[src/rtl/raster_stream_gen_if.sv]
// Pixel-stream bundle between the raster pattern source and its consumer.
//   en         run request into the generator
//   pat_sel    pattern select into the generator (0 h-ramp, 1 v-ramp, 2 checker, 3 PRBS)
//   vvalid     frame-valid from the generator
//   hvalid     pixel-valid from the generator
//   dout       pixel data from the generator, zero outside hvalid
//   frame_done one-clock end-of-frame pulse from the generator
//   busy       generator is not idle
// master = generator side, slave = consumer/controller side.
interface raster_stream_gen_if #(
  parameter int DW = 8
);
  logic          en;
  logic [1:0]    pat_sel;
  logic          vvalid;
  logic          hvalid;
  logic [DW-1:0] dout;
  logic          frame_done;
  logic          busy;

  modport master (
    input  en, pat_sel,
    output vvalid, hvalid, dout, frame_done, busy
  );

  modport slave (
    output en, pat_sel,
    input  vvalid, hvalid, dout, frame_done, busy
  );
endinterface

[src/rtl/raster_stream_gen.sv]
// Synthesizable raster test-pattern source for the head of the edge-detection
// pipeline. Emits a vvalid/hvalid/dout stream in the format the line buffers
// expect, with selectable h-ramp, v-ramp, checkerboard or PRBS content.
// Ports:
//   clk  pixel clock
//   rst  synchronous active-high reset; aborts any frame in progress
//   bus  raster_stream_gen_if.master (en, pat_sel in; vvalid, hvalid, dout,
//        frame_done, busy out). All outputs are registered.
// Frame shape: FRONT (H_BLANK) then V_ACT lines of H_ACT active clocks separated
// by H_BLANK gaps, then VBLANK of V_BLANK line periods. en and pat_sel are only
// looked at when a frame is about to start.
module raster_stream_gen #(
  parameter int H_ACT    = 1920,
  parameter int V_ACT    = 1080,
  parameter int H_BLANK  = 280,
  parameter int V_BLANK  = 45,
  parameter int DW       = 8,
  parameter int CHK_LOG2 = 3
) (
  input  logic                  clk,
  input  logic                  rst,
  raster_stream_gen_if.master   bus
);

  localparam int HW      = (H_ACT > 1) ? $clog2(H_ACT) : 1;
  localparam int VW      = (V_ACT > 1) ? $clog2(V_ACT) : 1;
  localparam int VB_CLKS = V_BLANK * (H_ACT + H_BLANK);
  localparam int TMAX    = (H_BLANK > VB_CLKS) ? H_BLANK : VB_CLKS;
  localparam int TW      = (TMAX > 1) ? $clog2(TMAX) : 1;
  localparam logic [15:0] SEED = 16'hACE1;

  typedef enum logic [2:0] {
    IDLE   = 3'd0,
    FRONT  = 3'd1,
    ACTIVE = 3'd2,
    HBLANK = 3'd3,
    VBLANK = 3'd4
  } state_t;

  // Zero-length blanking collapses the corresponding state out of the path.
  localparam state_t ENTRY_ST = (H_BLANK == 0) ? ACTIVE : FRONT;
  localparam state_t GAP_ST   = (H_BLANK == 0) ? ACTIVE : HBLANK;

  // x^16+x^14+x^13+x^11+1 in right-shifting Fibonacci form; pixels take the top bits.
  function automatic logic [15:0] lfsr_step(input logic [15:0] s);
    return {s[0] ^ s[2] ^ s[3] ^ s[5], s[15:1]};
  endfunction

  // Counters are widened first so DW or CHK_LOG2 larger than the counter width
  // simply read zero-extended bits.
  function automatic logic [DW-1:0] pixel(input logic [1:0]    pat,
                                          input logic [HW-1:0] h,
                                          input logic [VW-1:0] v,
                                          input logic [15:0]   lfsr);
    logic [31:0] h32;
    logic [31:0] v32;
    h32 = 32'(h);
    v32 = 32'(v);
    case (pat)
      2'd0:    pixel = h32[DW-1:0];
      2'd1:    pixel = v32[DW-1:0];
      2'd2:    pixel = (h32[CHK_LOG2] ^ v32[CHK_LOG2]) ? {DW{1'b1}} : '0;
      default: pixel = lfsr[15 -: DW];
    endcase
  endfunction

  state_t          state_q, state_d;
  logic [TW-1:0]   tcnt_q, tcnt_d;
  logic [HW-1:0]   hcnt_q, hcnt_d;
  logic [VW-1:0]   vcnt_q, vcnt_d;
  logic [1:0]      pat_q;
  logic [15:0]     lfsr_q;
  logic            start;
  logic            last_pix;
  logic            t_last_h, t_last_v, h_last, v_last;

  logic            vvalid_p1;
  logic            vld_p1;
  logic [DW-1:0]   dout_p1;
  logic            busy_p1;
  logic            done_p1;
  logic            frame_done_p2;

  assign t_last_h = (tcnt_q == TW'(H_BLANK - 1));
  assign t_last_v = (tcnt_q == TW'(VB_CLKS - 1));
  assign h_last   = (hcnt_q == HW'(H_ACT - 1));
  assign v_last   = (vcnt_q == VW'(V_ACT - 1));

  always_comb begin
    state_d  = state_q;
    tcnt_d   = '0;
    hcnt_d   = hcnt_q;
    vcnt_d   = vcnt_q;
    start    = 1'b0;
    last_pix = 1'b0;
    case (state_q)
      IDLE: begin
        if (bus.en) begin
          start   = 1'b1;
          state_d = ENTRY_ST;
        end
      end
      FRONT, HBLANK: begin
        if (t_last_h) state_d = ACTIVE;
        else          tcnt_d  = tcnt_q + TW'(1);
      end
      ACTIVE: begin
        if (!h_last) begin
          hcnt_d = hcnt_q + HW'(1);
        end else begin
          hcnt_d = '0;
          if (!v_last) begin
            vcnt_d  = vcnt_q + VW'(1);
            state_d = GAP_ST;
          end else begin
            last_pix = 1'b1;
            if (VB_CLKS != 0) begin
              state_d = VBLANK;
            end else if (bus.en) begin
              start   = 1'b1;
              state_d = ENTRY_ST;
            end else begin
              state_d = IDLE;
            end
          end
        end
      end
      VBLANK: begin
        if (t_last_v) begin
          if (bus.en) begin
            start   = 1'b1;
            state_d = ENTRY_ST;
          end else begin
            state_d = IDLE;
          end
        end else begin
          tcnt_d = tcnt_q + TW'(1);
        end
      end
      default: state_d = IDLE;
    endcase
    if (start) begin
      hcnt_d = '0;
      vcnt_d = '0;
    end
  end

  // ---- p0: raster state, counters, pattern latch and LFSR ----
  always_ff @(posedge clk) begin
    if (rst) begin
      state_q <= IDLE;
      tcnt_q  <= '0;
      hcnt_q  <= '0;
      vcnt_q  <= '0;
      pat_q   <= 2'd0;
      lfsr_q  <= SEED;
    end else begin
      state_q <= state_d;
      tcnt_q  <= tcnt_d;
      hcnt_q  <= hcnt_d;
      vcnt_q  <= vcnt_d;
      if (start) begin
        pat_q  <= bus.pat_sel;
        lfsr_q <= SEED;
      end else if (state_q == ACTIVE) begin
        lfsr_q <= lfsr_step(lfsr_q);
      end
    end
  end

  // ---- p1: registered stream outputs; p2: end-of-frame pulse one clock after last pixel ----
  always_ff @(posedge clk) begin
    if (rst) begin
      vvalid_p1     <= 1'b0;
      vld_p1        <= 1'b0;
      dout_p1       <= '0;
      busy_p1       <= 1'b0;
      done_p1       <= 1'b0;
      frame_done_p2 <= 1'b0;
    end else begin
      vvalid_p1     <= (state_q == FRONT) || (state_q == ACTIVE) || (state_q == HBLANK);
      vld_p1        <= (state_q == ACTIVE);
      dout_p1       <= (state_q == ACTIVE) ? pixel(pat_q, hcnt_q, vcnt_q, lfsr_q) : '0;
      busy_p1       <= (state_q != IDLE);
      done_p1       <= last_pix;
      frame_done_p2 <= done_p1;
    end
  end

  assign bus.vvalid     = vvalid_p1;
  assign bus.hvalid     = vld_p1;
  assign bus.dout       = dout_p1;
  assign bus.busy       = busy_p1;
  assign bus.frame_done = frame_done_p2;

endmodule

[src/flat_wrapper.sv]
// flat-port wrapper written by rule: the top's interface ports become plain ports
module raster_stream_gen_flat 
#(
  parameter int H_ACT    = 1920,
  parameter int V_ACT    = 1080,
  parameter int H_BLANK  = 280,
  parameter int V_BLANK  = 45,
  parameter int DW       = 8,
  parameter int CHK_LOG2 = 3
)
  (clk, rst, bus_en, bus_pat_sel, bus_vvalid, bus_hvalid, bus_dout, bus_frame_done, bus_busy);
  raster_stream_gen_if #(.DW(DW)) bus_i ();
  input  logic clk;
  input  logic rst;
  input wire logic [$bits(bus_i.en)-1:0] bus_en;
  input wire logic [$bits(bus_i.pat_sel)-1:0] bus_pat_sel;
  output wire logic [$bits(bus_i.vvalid)-1:0] bus_vvalid;
  output wire logic [$bits(bus_i.hvalid)-1:0] bus_hvalid;
  output wire logic [$bits(bus_i.dout)-1:0] bus_dout;
  output wire logic [$bits(bus_i.frame_done)-1:0] bus_frame_done;
  output wire logic [$bits(bus_i.busy)-1:0] bus_busy;
  assign bus_i.en = bus_en;
  assign bus_i.pat_sel = bus_pat_sel;
  assign bus_vvalid = bus_i.vvalid;
  assign bus_hvalid = bus_i.hvalid;
  assign bus_dout = bus_i.dout;
  assign bus_frame_done = bus_i.frame_done;
  assign bus_busy = bus_i.busy;
  raster_stream_gen #(.H_ACT(H_ACT), .V_ACT(V_ACT), .H_BLANK(H_BLANK), .V_BLANK(V_BLANK), .DW(DW), .CHK_LOG2(CHK_LOG2)) u_core (.clk(clk), .rst(rst), .bus(bus_i));
endmodule
[config.mk]
export PLATFORM = sky130hd
export DESIGN_NAME = raster_stream_gen_flat
export DESIGN_NICKNAME = d
export VERILOG_FILES = /design/src/rtl/raster_stream_gen_if.sv /design/src/rtl/raster_stream_gen.sv /design/src/flat_wrapper.sv
export SDC_FILE = /design/constraint.sdc
export NUM_CORES = 1
export LEC_CHECK = 0
export ABC_AREA = 1
export BUFFER_PORTS_ARGS = -buffer_cell sky130_fd_sc_hd__buf_2
export CORE_UTILIZATION = 60
export DETAILED_ROUTE_END_ITERATION = 8
export GPL_ROUTABILITY_DRIVEN = 0
export PLACE_DENSITY_LB_ADDON = 0.15
export SLEW_MARGIN = 0
export SYNTH_ARGS = -nofsm -noshare
export SYNTH_HDL_FRONTEND = slang
export SYNTH_SLANG_ARGS = --single-unit
[constraint.sdc]
create_clock -name clk -period 2.86 [get_ports clk]
set_input_delay 0.429 -clock clk [delete_from_list [all_inputs] [get_ports clk]]
set_output_delay 0.429 -clock clk [all_outputs]
set_load 0.01 [all_outputs]
-- After elaboration in Yosys (flattened, before gate mapping)
Index checks and enable logic that the tools add are counted.
- register bits after elaboration: 73
- input port bits: 5
- output and inout bits: 12
- memory bits (writable): 0
- memories: 0
- word-level logic and storage cells: 64
- latch bits: 0
- ROM bits: 0
- eq/ne operators: 14
- mux-type cells: 17
- order comparisons: 0
- shift-type cells: 0
- $mul: 0
- divide/modulo/power cells: 0
- bitwise gates (word level): 7
- $add $sub $neg: 3
- reduce and logical (&&, ||, !) cells: 11
- operators with widths (kind ; count):
    $mux 17 ; 2
    $pmux 17 s2 ; 1
    $pmux 8 s3 ; 1
    $add 11x1->11 const B ; 2
    $eq 11x11->1 const B ; 2
    $add 17x1->17 const B ; 1
    $eq 17x17->1 const B ; 1
    $eq 17x9->1 const B ; 1
    $mux 3 ; 5
    $pmux 3 s4 ; 1
    $mux 11 ; 1
    $mux 8 ; 1
    $eq 3x2->1 const B ; 2
    $ne 2x1->1 const B ; 3
    $reduce_or 2->1 ; 3
    $mux 1 ; 4
    $reduce_and 4->1 ; 1
    $xor 1x1->1 ; 4
    $eq 3x1->1 const B ; 1
    $eq 3x3->1 const B ; 1
    $logic_not 3->1 ; 1
    $not 1->1 ; 3
    $reduce_and 3->1 ; 1
    $reduce_bool 3->1 ; 1
    7 further kinds ; 8

-- Depth between registers and ports, before layout
- word-level depth: 4
- gate-level depth with buffers: 11
- gate-level depth less buffers: 11

-- Least setup slack after synthesis
OpenSTA, ideal clock, no wires.
- path type: flip-flop to flip-flop
- start: reg u_core.vcnt_q[0]
- end: reg u_core.vcnt_q[8]
- required time: 2744 ps
- slack: 1444 ps
- stages on the path, launching flop included: 9
- setup time: 116 ps
- buffers on the path: 0
- clock period less this slack: 1416 ps
- arrival: 1300 ps
- path through: dfxtp_1 -> ha_1 -> nand2_1 -> inv_1 -> nand4_1 -> nand3_4 -> clkinv_4 -> nand2_1 -> a21oi_1
- word-level cells in the longest chain between the ends: 3
- elaborated cells on any way between the ends: 4
- those cells by class: 1 x add/sub; 1 x eq/ne; 1 x bitwise; 1 x reduce/logical
- RTL lines (item ; RTL line ; source):
    start, declared ; raster_stream_gen.sv:70 ; logic [VW-1:0] vcnt_q, vcnt_d;
    start signal, assigned ; raster_stream_gen.sv:161 ; vcnt_q <= vcnt_d;
    parallel branches: the longest is 3 deep, another holds $add 11x1->11 ; - ;
Parallel ways; which one is timed is not known.
A chain may end at the register's enable or synchronous reset.

-- Final worst setup path
- start: reg u_core.vcnt_q[0]
- end: reg u_core.vcnt_q[7]
The elaborated chain is that of the path after synthesis.

==> summary.txt <==
OUTCOME
----------------------------------------------------------------------------
Run status                                                      finished, final reports clean

WORST HOLD PATH
----------------------------------------------------------------------------
Endpoint, Worst Hold                                            u_core.pat_q[1]
Worst min-delay path class                                         in -> reg
Hold Path Origin                                                bus_pat_sel[1]
Worst Hold Depth                                                           3

SETUP PATH
----------------------------------------------------------------------------
Worst flop-to-flop path startpoint                              u_core.vcnt_q[0]
Data required time of the worst path                                 3.09 ns
Reg2reg end                                                     u_core.vcnt_q[7]
Reg2Reg Depth                                                              8
Worst setup path category                                         reg -> reg
Worst Path Max Fanout                                                     10
Worst path arrival time                                              1.99 ns
Cell seen most often among critical-path stages                      nand2_1
Worst setup EP type                                                 register
Cells traversed along the worst timing path                     ha_1, nand2_1, inv_1, nand4_1, nand3_4, clkinv_4, nand2_1, a21oi_1
Startpoint kind of the worst setup timing path                      register
Cell type of the slowest stage on the worst timing path              dfxtp_1
Reg2Reg Setup Slack                                                  1.10 ns
Max incr delay on CP                                                 0.43 ns

YOSYS
----------------------------------------------------------------------------
Proportion of synthesized chip area in sequential cells                41.2%
Top-area cell type share of the netlist area                           41.2%
Count of mapped cells out of synthesis                                   505
Top cells by area in the synthesized netlist                    dfxtp_1, nand2_1, nor2_1
Count of unique library cells instantiated by Yosys                       33
Dominant cell by count in the synthesized netlist                    nand2_1
Post-synthesis instance area                                     0.00355 mm²
Commonest register cell after synthesis                              dfxtp_1
Flip-flop and latch count after synthesis                                 73
Fraction of registers with async set or reset after synthesis             0%
Commonest cells in the synthesized netlist                      nand2_1, dfxtp_1, nor2_1
Mean cell area of the mapped netlist                                7.03 µm²
Cell type with the largest total area after synthesis                dfxtp_1
Synth Warn #                                                               0
Post-synth net total                                                     513
Post-synth EDFFs                                                           0

DIE
----------------------------------------------------------------------------
Die footprint                                                    0.00623 mm²
Chip height                                                          78.9 µm
Number of top-level pins                                                  17
Horizontal extent of the die                                         78.9 µm
Core region area                                                 0.00561 mm²
Effective utilization at floorplan                                     63.3%
Number of core rows                                                       27

JOB
----------------------------------------------------------------------------
Number of max-cap violations                                               0

ROUTE
----------------------------------------------------------------------------
DRC violation total after the first TritonRoute iteration                210
Routed Antenna Nets                                                        0
Via Count                                                              3,249
DR WL met2                                                           3550 µm
Highest routed metal layer                                              met4
Total detailed-routing wirelength                                    7660 µm
# DRC                                                                      0
Vias per Instance                                                       5.43
M1 wire length                                                       3550 µm
DR WL met3                                                            410 µm
Length of the first detailed-routing pass in iterations                    5
Average wire length per cell after detail routing                    12.8 µm

STA
----------------------------------------------------------------------------
Worst slew margin                                                      67.0%
Slew at the pin with the worst max-slew slack                       0.494 ns
Post-layout minimum cycle time                                       1.76 ns
Fraction of the cycle the final worst path needs                       61.5%
Final hold violation count                                                 0
Worst clock skew                                                  0.00972 ns
Count of pins over their slew limit                                        0
Unrepaired setup endpoints after global routing                        false
Final-layout setup total negative slack                                 0 ns
Fmax                                                               0.569 GHz
Worst hold margin                                                   0.355 ns
Count of final setup violators                                             0

PLACEMENT
----------------------------------------------------------------------------
Placed Instance Area                                             0.00364 mm²
Count of input and output buffers                                         16
Detailed placer's ending HPWL                                        5610 µm

CLOCKING
----------------------------------------------------------------------------
Number of setup buffers added after CTS                                    0
Count of instances resized after the clock tree is built                   0
CTS sink cnt                                                              73
Cell chosen for the clock root                                      clkbuf_8
Clk pin slew, worst setup/hold paths                                 0.07 ns
Maximum root-to-sink buffer count                                          2
TritonCTS clock tree                                                     yes
H-tree levels                                                              3
Count of hold-fix buffers inserted at cts                                  0
Clk Latency, worst-skew pair                                         0.35 ns
CTS buffer count                                                           9

LAYOUT
----------------------------------------------------------------------------
Area of the multi-input gates                                    0.00174 mm²
Summed area of non-filler cells in the final layout              0.00381 mm²
Number of antenna diodes                                                   0
Filler Cells Inserted                                                    503
Final-stage net count                                                    529
Layout cell share with drive strength beyond 1                         10.5%
Register Area                                                    0.00146 mm²
Area Growth Syn to Fin                                                 7.37%

POWER AND IR DROP
----------------------------------------------------------------------------
Total power of the final layout                                      2.53 mW
Maximum vdd drop                                                    0.648 mV
Pwr dens                                                          663 mW/mm²
Leakage                                                              1.49 nW

GRT
----------------------------------------------------------------------------
Maximum number of pins on one net before global-route repair              26
Global-route wire length before repair                             13,000 µm
Overall overflow remaining after global route                              0
Combined global-route utilization of all metal layers                  26.9%
Antenna violations before repair                                           0
Number of global-route vias before repair                              2,886

[stage by stage]
stage / utilization (%) / cells / setup slack (ns)
3_3_place_gp: 64.9 / 582 / 1.15
5_1_grt: 68.0 / 598 / 0.923
2_1_floorplan: - / 505 / 1.44
6_report: 68.0 / 598 / 1.10
4_1_cts: 68.0 / 598 / 1.09
3_5_place_dp: 64.9 / 582 / 1.10
[worst max-delay path, delay by kind of cell (launching register included)]
family / cells / cell delay (ns)
flops: 1 / 0.43
buf+inv: 2 / 0.20
compound gates: 1 / 0.05
simple gates: 4 / 0.65
fa+ha+maj: 1 / 0.28
[layout make-up]
cell class / instances / share of cell area, %
flip-flops and latches: 73 / 38.3
clock buffers: 11 / 3.71
multi-input cells: 351 / 45.6
inverters: 70 / 7.06
well taps: 72 / 2.36
repair buffers: 16 / 2.10
clock inverters: 5 / 0.821
[cells by family after synthesis]
family	count (synthesis)	synth area share [%]
simple gates	272	34.1
buf+inv	81	9.87
flops	73	41.2
compound gates	57	9.13
xor+xnor	19	4.69
fa+ha+maj	3	1.06
[power by group]
group / switching, mW / internal [mW]
registers: 0.0702 / 1.11
clock network: 0.381 / 0.335
logic: 0.450 / 0.183
total: 0.901 / 1.63
[cells in the final DEF, fill, tap and decap left out, types with 3 or more instances in the layout]
cell and instances:
o22ai_1 8, nand2_2 5, o2111ai_1 4, nand2_1 127, o21ai_0 4, nor2_2 3, clkbuf_8 10, buf_2 16
inv_2 3, dfxtp_1 73, nand3_1 25, nor2_1 68, nand4_1 12, nor3_1 21, a21oi_1 36, clkinv_2 4
xor2_1 19, ha_1 3, inv_1 65, nand3_2 3
[worst max-delay path by stage]
stage	slack (ns)	from	cells past startpoint	to
after CTS	1.09	u_core.vcnt_q[0]	8	u_core.vcnt_q[7]
after detailed placement	1.10	u_core.vcnt_q[0]	8	u_core.vcnt_q[8]
after floorplan	1.44	u_core.vcnt_q[0]	8	u_core.vcnt_q[8]
final	1.10	u_core.vcnt_q[0]	8	u_core.vcnt_q[7]
after global placement	1.15	u_core.state_q[2]	7	u_core.vcnt_q[8]
after global routing	0.92	u_core.state_q[2]	7	u_core.vcnt_q[9]
[per-layer routing]
layer,track usage [%],vias to the layer above
li1,-,1636
met4,11.6,0
met5,0,-
met1,35.7,1488
met3,5.29,17
met2,42.3,108
[registers in the layout (all words and copies together) (netlist names)]
signal and flops:
u_core.vcnt_q 11, u_core.bus.busy 1, u_core.state_q 3, u_core.tcnt_q 17
u_core.done_p1 1, u_core.bus.dout 8, u_core.lfsr_q 16, u_core.bus.hvalid 1
u_core.hcnt_q 11, u_core.pat_q 2, u_core.bus.vvalid 1, u_core.bus.frame_done 1
Note: power is estimated with default switching activity, not from simulation.
